File: src/rtl/field_order_scheduler_if.sv
// Decoder-lane and downstream field-stream signals of the field order scheduler.
// The master modport is the decoder-array/downstream side; the slave modport is the scheduler.
interface field_order_scheduler_if #(
    parameter int NUM_DECODERS     = 4,
    parameter int BEAT_WIDTH       = 64,
    parameter int MAX_MESSAGE_SIZE = 10,
    parameter int MSGID_WIDTH      = 21
);
    localparam int IDXW = $clog2(MAX_MESSAGE_SIZE);

    logic [NUM_DECODERS-1:0]             in_valid;
    logic [NUM_DECODERS-1:0]             in_ready;
    logic [NUM_DECODERS-1:0]             in_last;
    logic [NUM_DECODERS*MSGID_WIDTH-1:0] in_msgid;
    logic [NUM_DECODERS*IDXW-1:0]        in_idx;
    logic [NUM_DECODERS*BEAT_WIDTH-1:0]  in_data;

    logic                   out_valid;
    logic                   out_ready;
    logic                   out_last;
    logic [MSGID_WIDTH-1:0] out_msgid;
    logic [IDXW-1:0]        out_idx;
    logic [BEAT_WIDTH-1:0]  out_data;

    modport master (
        output in_valid, in_last, in_msgid, in_idx, in_data, out_ready,
        input  in_ready, out_valid, out_last, out_msgid, out_idx, out_data
    );

    modport slave (
        input  in_valid, in_last, in_msgid, in_idx, in_data, out_ready,
        output in_ready, out_valid, out_last, out_msgid, out_idx, out_data
    );
endinterface

File: src/rtl/field_order_scheduler.sv
// Merges per-lane decoded FAST fields into one in-order stream by draining lanes round-robin.
// Optional macro SEQ_CHECK_EN adds a sticky message-ID sequence checker (seq_err port).
module field_order_scheduler #(
    parameter int NUM_DECODERS     = 4,
    parameter int BEAT_WIDTH       = 64,
    parameter int MAX_MESSAGE_SIZE = 10,
    parameter int MSGID_WIDTH      = 21,
    parameter int LANE_DEPTH       = 4
) (
    input  logic                            clk,
    input  logic                            rstn,
    field_order_scheduler_if.slave          bus,
    output logic [$clog2(NUM_DECODERS)-1:0] cur_lane
`ifdef SEQ_CHECK_EN
    ,
    output logic                            seq_err
`endif
);
    localparam int IDXW  = $clog2(MAX_MESSAGE_SIZE);
    localparam int LANEW = $clog2(NUM_DECODERS);
    localparam int PTRW  = $clog2(LANE_DEPTH);
    localparam int CNTW  = PTRW + 1;
    localparam int EW    = 1 + MSGID_WIDTH + IDXW + BEAT_WIDTH;

    logic [NUM_DECODERS-1:0] lane_ready;
    logic [NUM_DECODERS-1:0] lane_nonempty;
    logic [NUM_DECODERS-1:0] pop;
    logic [EW-1:0]           lane_head [NUM_DECODERS];
    logic [EW-1:0]           head;
    logic                    load;

    logic                   out_valid_q;
    logic                   out_last_q;
    logic [MSGID_WIDTH-1:0] out_msgid_q;
    logic [IDXW-1:0]        out_idx_q;
    logic [BEAT_WIDTH-1:0]  out_data_q;

    // Only the current lane is ever popped; an empty current lane stalls the stream.
    assign head = lane_head[cur_lane];
    assign load = lane_nonempty[cur_lane] & (~out_valid_q | bus.out_ready);

    assign bus.in_ready  = lane_ready;
    assign bus.out_valid = out_valid_q;
    assign bus.out_last  = out_last_q;
    assign bus.out_msgid = out_msgid_q;
    assign bus.out_idx   = out_idx_q;
    assign bus.out_data  = out_data_q;

    for (genvar g = 0; g < NUM_DECODERS; g++) begin : g_lane
        logic [EW-1:0]   mem [LANE_DEPTH];
        logic [PTRW-1:0] wr_ptr;
        logic [PTRW-1:0] rd_ptr;
        logic [CNTW-1:0] count;
        logic            push;

        assign lane_ready[g]    = (count != CNTW'(LANE_DEPTH));
        assign lane_nonempty[g] = (count != '0);
        assign push             = bus.in_valid[g] & lane_ready[g];
        assign pop[g]           = load & (cur_lane == LANEW'(g));
        assign lane_head[g]     = mem[rd_ptr];

        always_ff @(posedge clk) begin
            if (push) begin
                mem[wr_ptr] <= {bus.in_last[g],
                                bus.in_msgid[g*MSGID_WIDTH +: MSGID_WIDTH],
                                bus.in_idx[g*IDXW +: IDXW],
                                bus.in_data[g*BEAT_WIDTH +: BEAT_WIDTH]};
            end
        end

        // Storage is not cleared; resetting the pointers and count empties the lane.
        always_ff @(posedge clk) begin
            if (!rstn) begin
                wr_ptr <= '0;
                rd_ptr <= '0;
                count  <= '0;
            end else begin
                if (push) begin
                    wr_ptr <= wr_ptr + PTRW'(1);
                end
                if (pop[g]) begin
                    rd_ptr <= rd_ptr + PTRW'(1);
                end
                case ({push, pop[g]})
                    2'b10:   count <= count + CNTW'(1);
                    2'b01:   count <= count - CNTW'(1);
                    default: count <= count;
                endcase
            end
        end
    end

    // Output stage: loads from the current lane head and rotates lanes once a last field loads.
    always_ff @(posedge clk) begin
        if (!rstn) begin
            out_valid_q <= 1'b0;
            out_last_q  <= 1'b0;
            out_msgid_q <= '0;
            out_idx_q   <= '0;
            out_data_q  <= '0;
            cur_lane    <= '0;
        end else if (load) begin
            out_valid_q <= 1'b1;
            {out_last_q, out_msgid_q, out_idx_q, out_data_q} <= head;
            if (head[EW-1]) begin
                cur_lane <= cur_lane + LANEW'(1);
            end
        end else if (bus.out_ready) begin
            out_valid_q <= 1'b0;
        end
    end

`ifdef SEQ_CHECK_EN
    logic [MSGID_WIDTH-1:0] exp_id;
    logic [MSGID_WIDTH-1:0] head_msgid;
    logic [IDXW-1:0]        head_idx;

    assign head_msgid = head[EW-2 -: MSGID_WIDTH];
    assign head_idx   = head[BEAT_WIDTH +: IDXW];

    // Every message start must carry the ID following the previous start; errors are sticky.
    always_ff @(posedge clk) begin
        if (!rstn) begin
            seq_err <= 1'b0;
            exp_id  <= '0;
        end else if (load && head_idx == '0) begin
            if (head_msgid != exp_id) begin
                seq_err <= 1'b1;
            end
            exp_id <= head_msgid + MSGID_WIDTH'(1);
        end
    end
`endif
endmodule
File: src/flat_wrapper.sv
// flat-port wrapper written by rule: the top's interface ports become plain ports
module field_order_scheduler_flat 
#(
    parameter int NUM_DECODERS     = 4,
    parameter int BEAT_WIDTH       = 64,
    parameter int MAX_MESSAGE_SIZE = 10,
    parameter int MSGID_WIDTH      = 21,
    parameter int LANE_DEPTH       = 4
)
  (clk, rstn, cur_lane, bus_in_valid, bus_in_last, bus_in_msgid, bus_in_idx, bus_in_data, bus_out_ready, bus_in_ready, bus_out_valid, bus_out_last, bus_out_msgid, bus_out_idx, bus_out_data);
  field_order_scheduler_if #(.NUM_DECODERS(NUM_DECODERS), .BEAT_WIDTH(BEAT_WIDTH), .MAX_MESSAGE_SIZE(MAX_MESSAGE_SIZE), .MSGID_WIDTH(MSGID_WIDTH)) bus_i ();
  input  logic clk;
  input  logic rstn;
  output logic [$clog2(NUM_DECODERS)-1:0] cur_lane;
  input wire logic [$bits(bus_i.in_valid)-1:0] bus_in_valid;
  input wire logic [$bits(bus_i.in_last)-1:0] bus_in_last;
  input wire logic [$bits(bus_i.in_msgid)-1:0] bus_in_msgid;
  input wire logic [$bits(bus_i.in_idx)-1:0] bus_in_idx;
  input wire logic [$bits(bus_i.in_data)-1:0] bus_in_data;
  input wire logic [$bits(bus_i.out_ready)-1:0] bus_out_ready;
  output wire logic [$bits(bus_i.in_ready)-1:0] bus_in_ready;
  output wire logic [$bits(bus_i.out_valid)-1:0] bus_out_valid;
  output wire logic [$bits(bus_i.out_last)-1:0] bus_out_last;
  output wire logic [$bits(bus_i.out_msgid)-1:0] bus_out_msgid;
  output wire logic [$bits(bus_i.out_idx)-1:0] bus_out_idx;
  output wire logic [$bits(bus_i.out_data)-1:0] bus_out_data;
  assign bus_i.in_valid = bus_in_valid;
  assign bus_i.in_last = bus_in_last;
  assign bus_i.in_msgid = bus_in_msgid;
  assign bus_i.in_idx = bus_in_idx;
  assign bus_i.in_data = bus_in_data;
  assign bus_i.out_ready = bus_out_ready;
  assign bus_in_ready = bus_i.in_ready;
  assign bus_out_valid = bus_i.out_valid;
  assign bus_out_last = bus_i.out_last;
  assign bus_out_msgid = bus_i.out_msgid;
  assign bus_out_idx = bus_i.out_idx;
  assign bus_out_data = bus_i.out_data;
  field_order_scheduler #(.NUM_DECODERS(NUM_DECODERS), .BEAT_WIDTH(BEAT_WIDTH), .MAX_MESSAGE_SIZE(MAX_MESSAGE_SIZE), .MSGID_WIDTH(MSGID_WIDTH), .LANE_DEPTH(LANE_DEPTH)) u_core (.clk(clk), .rstn(rstn), .bus(bus_i), .cur_lane(cur_lane));
endmodule
File: config.mk
export PLATFORM = sky130hd
export DESIGN_NAME = field_order_scheduler_flat
export DESIGN_NICKNAME = d
export VERILOG_FILES = /design/src/rtl/field_order_scheduler_if.sv /design/src/rtl/field_order_scheduler.sv /design/src/flat_wrapper.sv
export SDC_FILE = /design/constraint.sdc
export NUM_CORES = 2
export LEC_CHECK = 0
export CAP_MARGIN = 20
export CORE_ASPECT_RATIO = 1.75
export CORE_MARGIN = 5
export CORE_UTILIZATION = 33
export CTS_BUF_LIST = sky130_fd_sc_hd__clkbuf_16
export CTS_CLUSTER_SIZE = 16
export DETAILED_ROUTE_END_ITERATION = 8
export SYNTH_ARGS = -nofsm -noshare
export SYNTH_HDL_FRONTEND = slang
export SYNTH_SLANG_ARGS = --single-unit
File: constraint.sdc
create_clock -name clk -period 3.3 [get_ports clk]
set_input_delay 0.66 -clock clk [delete_from_list [all_inputs] [get_ports clk]]
set_output_delay 0.66 -clock clk [all_outputs]
set_load 0.1 [all_outputs]
==> impl_metrics.yaml <==
run_status:
  status: "complete, no violations"
critical_path:
  path_max_fanout: 10
  crit_path_frequent_cell: "inv_1"
  cp.required_ns: 4.03
  crit_path_start_kind: "flip-flop"
  slowest_delay_ns: 0.50
  worstSetupPathType: "flip-flop to flip-flop"
  worstSetupEndpoint: "u_core.g_lane[3].count[2]"
  rrSetupSlack_ns: 0.62
  crit_slowest_cell: "dfxtp_2"
  endpoint_kind: "flip-flop"
  crit_arrival_ns: 3.40
  r2r_start: "u_core.cur_lane[1]"
  worstRegToRegCells: 11
  crit_chain: "inv_2 > nor4_1 > buf_4 > o21ai_0 > inv_1 > ha_1 > inv_1 > fa_1 > xor2_1 > or3_1 > a21oi_1"
  reg2reg_to: "u_core.g_lane[3].count[2]"
  startpoint: "u_core.cur_lane[1]"
yosys:
  synth.distinct_cells: 41
  synth_area_leaders: "edfxtp_1 74%, mux4_2 14%, dfxtp_1 4.4%, a221oi_1 1.3%, a22o_1 1.3%"
  syn-num-nets: 3016
  async_flop_share: 0
  synth-seq-area-share: 0.786
  synth_commonest_cells: "1440 x edfxtp_1, 360 x mux4_2, 129 x dfxtp_1"
  yosys.area.top_type: "edfxtp_1"
  synth_edf_count: 1440
  synth_area_per_cell_sq_um: 22.2
  yosysMostFrequentCell: "edfxtp_1"
  synth_top_area_frac: 0.742
  yosysWarningCount: 0
  synth_ff_type: "edfxtp_1"
  syn_area_sq_um: 58300
  synthCells: 2621
  ys_seq_elements: 1569
min_path:
  hp-class: "flip-flop to flip-flop"
clock_network:
  cts_htree_levels: 4
  cts_resized: 0
  cts_tree: "built"
  cts.path.max_buffers: 4
  cts_sinks: 1569
  clkTransAtPathRegs_ns: 0.07
  post_cts_buffers: 0
  cts-root-buf: "clkbuf_16"
  clk_latency_ns: 0.80
  cts_made_buffers: 153
  holdBufCountCts: 0
sta:
  grt_setup_unrepaired: "no"
  fmax_mhz: 374
  fin_worst_hold_slack_ns: 0.447
  relSlewSlack: 0.316
  fin_tns_setup_ns: 0
  finalSetupViolations: 0
  slew_violations: 0
  clock_skew_ns: 0.0581
  hold_viol_final: 0
  fin_crit_sh: 0.811
  tightest_slew_ns: 1.03
  post-route-min-period_ns: 2.68
routing:
  ant_nets: 0
  drt-wirelength-per-cell_um: 28.6
  routed_wl_um: 161000
  dr.first_iter.drc_count: 2040
  drc_errors: 0
  firstDrtPassIters: 5
  viasPerCell: 5.16
  vias: 29100
floorplanning:
  core-area_sq_um: 176000
  die_w_um: 328
  die-area_sq_um: 185000
  fp.dieH_um: 566
  pin_count: 464
  start_util: 0.331
  rows: 204
global_routing:
  grt_pass1_wl_um: 227000
  grt_pass1_vias: 31200
  antenna_found_initial: 65
  gr-total-overflow: 0
  grt_max_degree: 49
  track_usage: 0.170
finish:
  final_util: 0.407
  drive_above_1_share: 0.248
  ff_latch_area_sq_um: 45900
  nNetsFinal: 3620
  multiInputGateArea_sq_um: 11800
  syn2layout_area_growth_pct: 22.9
  fill_cells: 15500
run:
  drv_cap: 0
power:
  power_density_nw_per_um2: 759
  ir_worst_vdd_mv: 0.765
  cellLeakagePower_nw: 22.9
place:
  port_buffers: 463
  post-dp-hpwl_um: 104000
  routabilityCongestion: 0.735
critical path, delay by kind of cell (launching register included):
| kind | cells | cell delay, ns |
|---|---|---|
| and+or+nand+nor | 2 | 0.61 |
| buffers and inverters | 4 | 0.49 |
| DFF | 1 | 0.50 |
| xor gates and xnor gates | 1 | 0.18 |
| adders and majority gates | 2 | 0.53 |
| AOI/OAI and AO/OA | 2 | 0.29 |
final cells by class:
cell class,count,area share
inverters,30,0.00157
clock inverters,117,0.0138
diodes,20,0.000699
repair buffers,590,0.0853
well taps,2266,0.0396
multi-input cells,881,0.164
clock buffers,155,0.0542
flip-flops and latches,1569,0.640
flip-flops by register name (all words and copies together) (netlist names), named ones only:
name	count
u_core.bus.out_data	64
u_core.bus.out_idx	4
u_core.bus.out_last	1
u_core.bus.out_msgid	21
u_core.bus.out_valid	1
u_core.cur_lane	2
u_core.g_lane.count	12
u_core.g_lane.mem	1440
u_core.g_lane.rd_ptr	8
u_core.g_lane.wr_ptr	8
report_power, final:
part           internal, mW  switching, mW  total (mW)
Clock                  9.74           7.34        17.1
Sequential             23.6          0.758        24.3
Combinational          4.25           8.70        12.9
per-layer routing:
layer / wire, um / global-route usage / up-vias
li1: - / - / 12300
met3: 12300 / 0.0506 / 298
met5: 479 / 0 / -
met2: 83200 / 0.301 / 946
met1: 61100 / 0.203 / 15500
met4: 3930 / 0.0432 / 74
logic make-up after synthesis:
group	synth area share
flip-flops	0.786
multiplexers	0.140
AO/OA/AOI/OAI	0.0371
AND/OR/NAND/NOR	0.0137
buffers and inverters	0.0135
adder cells (fa/ha/maj)	0.00653
XOR/XNOR	0.00316
cells in the final DEF (no fill, tap or decap), types with 20 or more instances in the layout:
cell	count
a221oi_1	89
a22o_1	89
buf_12	61
buf_4	163
clkbuf_16	155
clkdlybuf4s50_1	366
clkinv_1	29
clkinv_2	23
dfxtp_1	120
diode_2	20
edfxtp_1	1440
ha_1	24
inv_1	63
mux4_2	360
nand2_1	96
nor2_1	32
o21ai_0	88
worst min-delay path by stage:
stage / to / from / slack (ns) / cells past startpoint
floorplan: u_core.g_lane[0].wr_ptr[1] / u_core.g_lane[0].wr_ptr[1] / 0.47 / 2
global placement: u_core.bus.out_data[49] / u_core.bus.out_data[49] / 0.44 / 2
detailed placement: u_core.bus.out_data[48] / u_core.bus.out_data[48] / 0.44 / 2
CTS: u_core.g_lane[1].mem[3][55] / bus_in_data[119] / 0.40 / 1
global route: u_core.g_lane[1].mem[1][55] / bus_in_data[119] / 0.45 / 1
finish: u_core.bus.out_data[62] / u_core.bus.out_data[62] / 0.45 / 2
through the flow:
| step | area, sq um | total power, mW | worst slack, ns | instances |
|---|---|---|---|---|
| after floorplan | 58300 | 32.9 | 0.00320 | 2621 |
| after global placement | 66700 | 37.7 | 0.0882 | 5336 |
| after detailed placement | 66700 | 37.9 | 0.0944 | 5336 |
| after CTS | 71600 | 55.1 | 0.577 | 5608 |
| after global routing | 71600 | 56.4 | 0.403 | 5615 |
| final | 71600 | 54.4 | 0.624 | 5628 |
(Power assumes the default switching activity.)
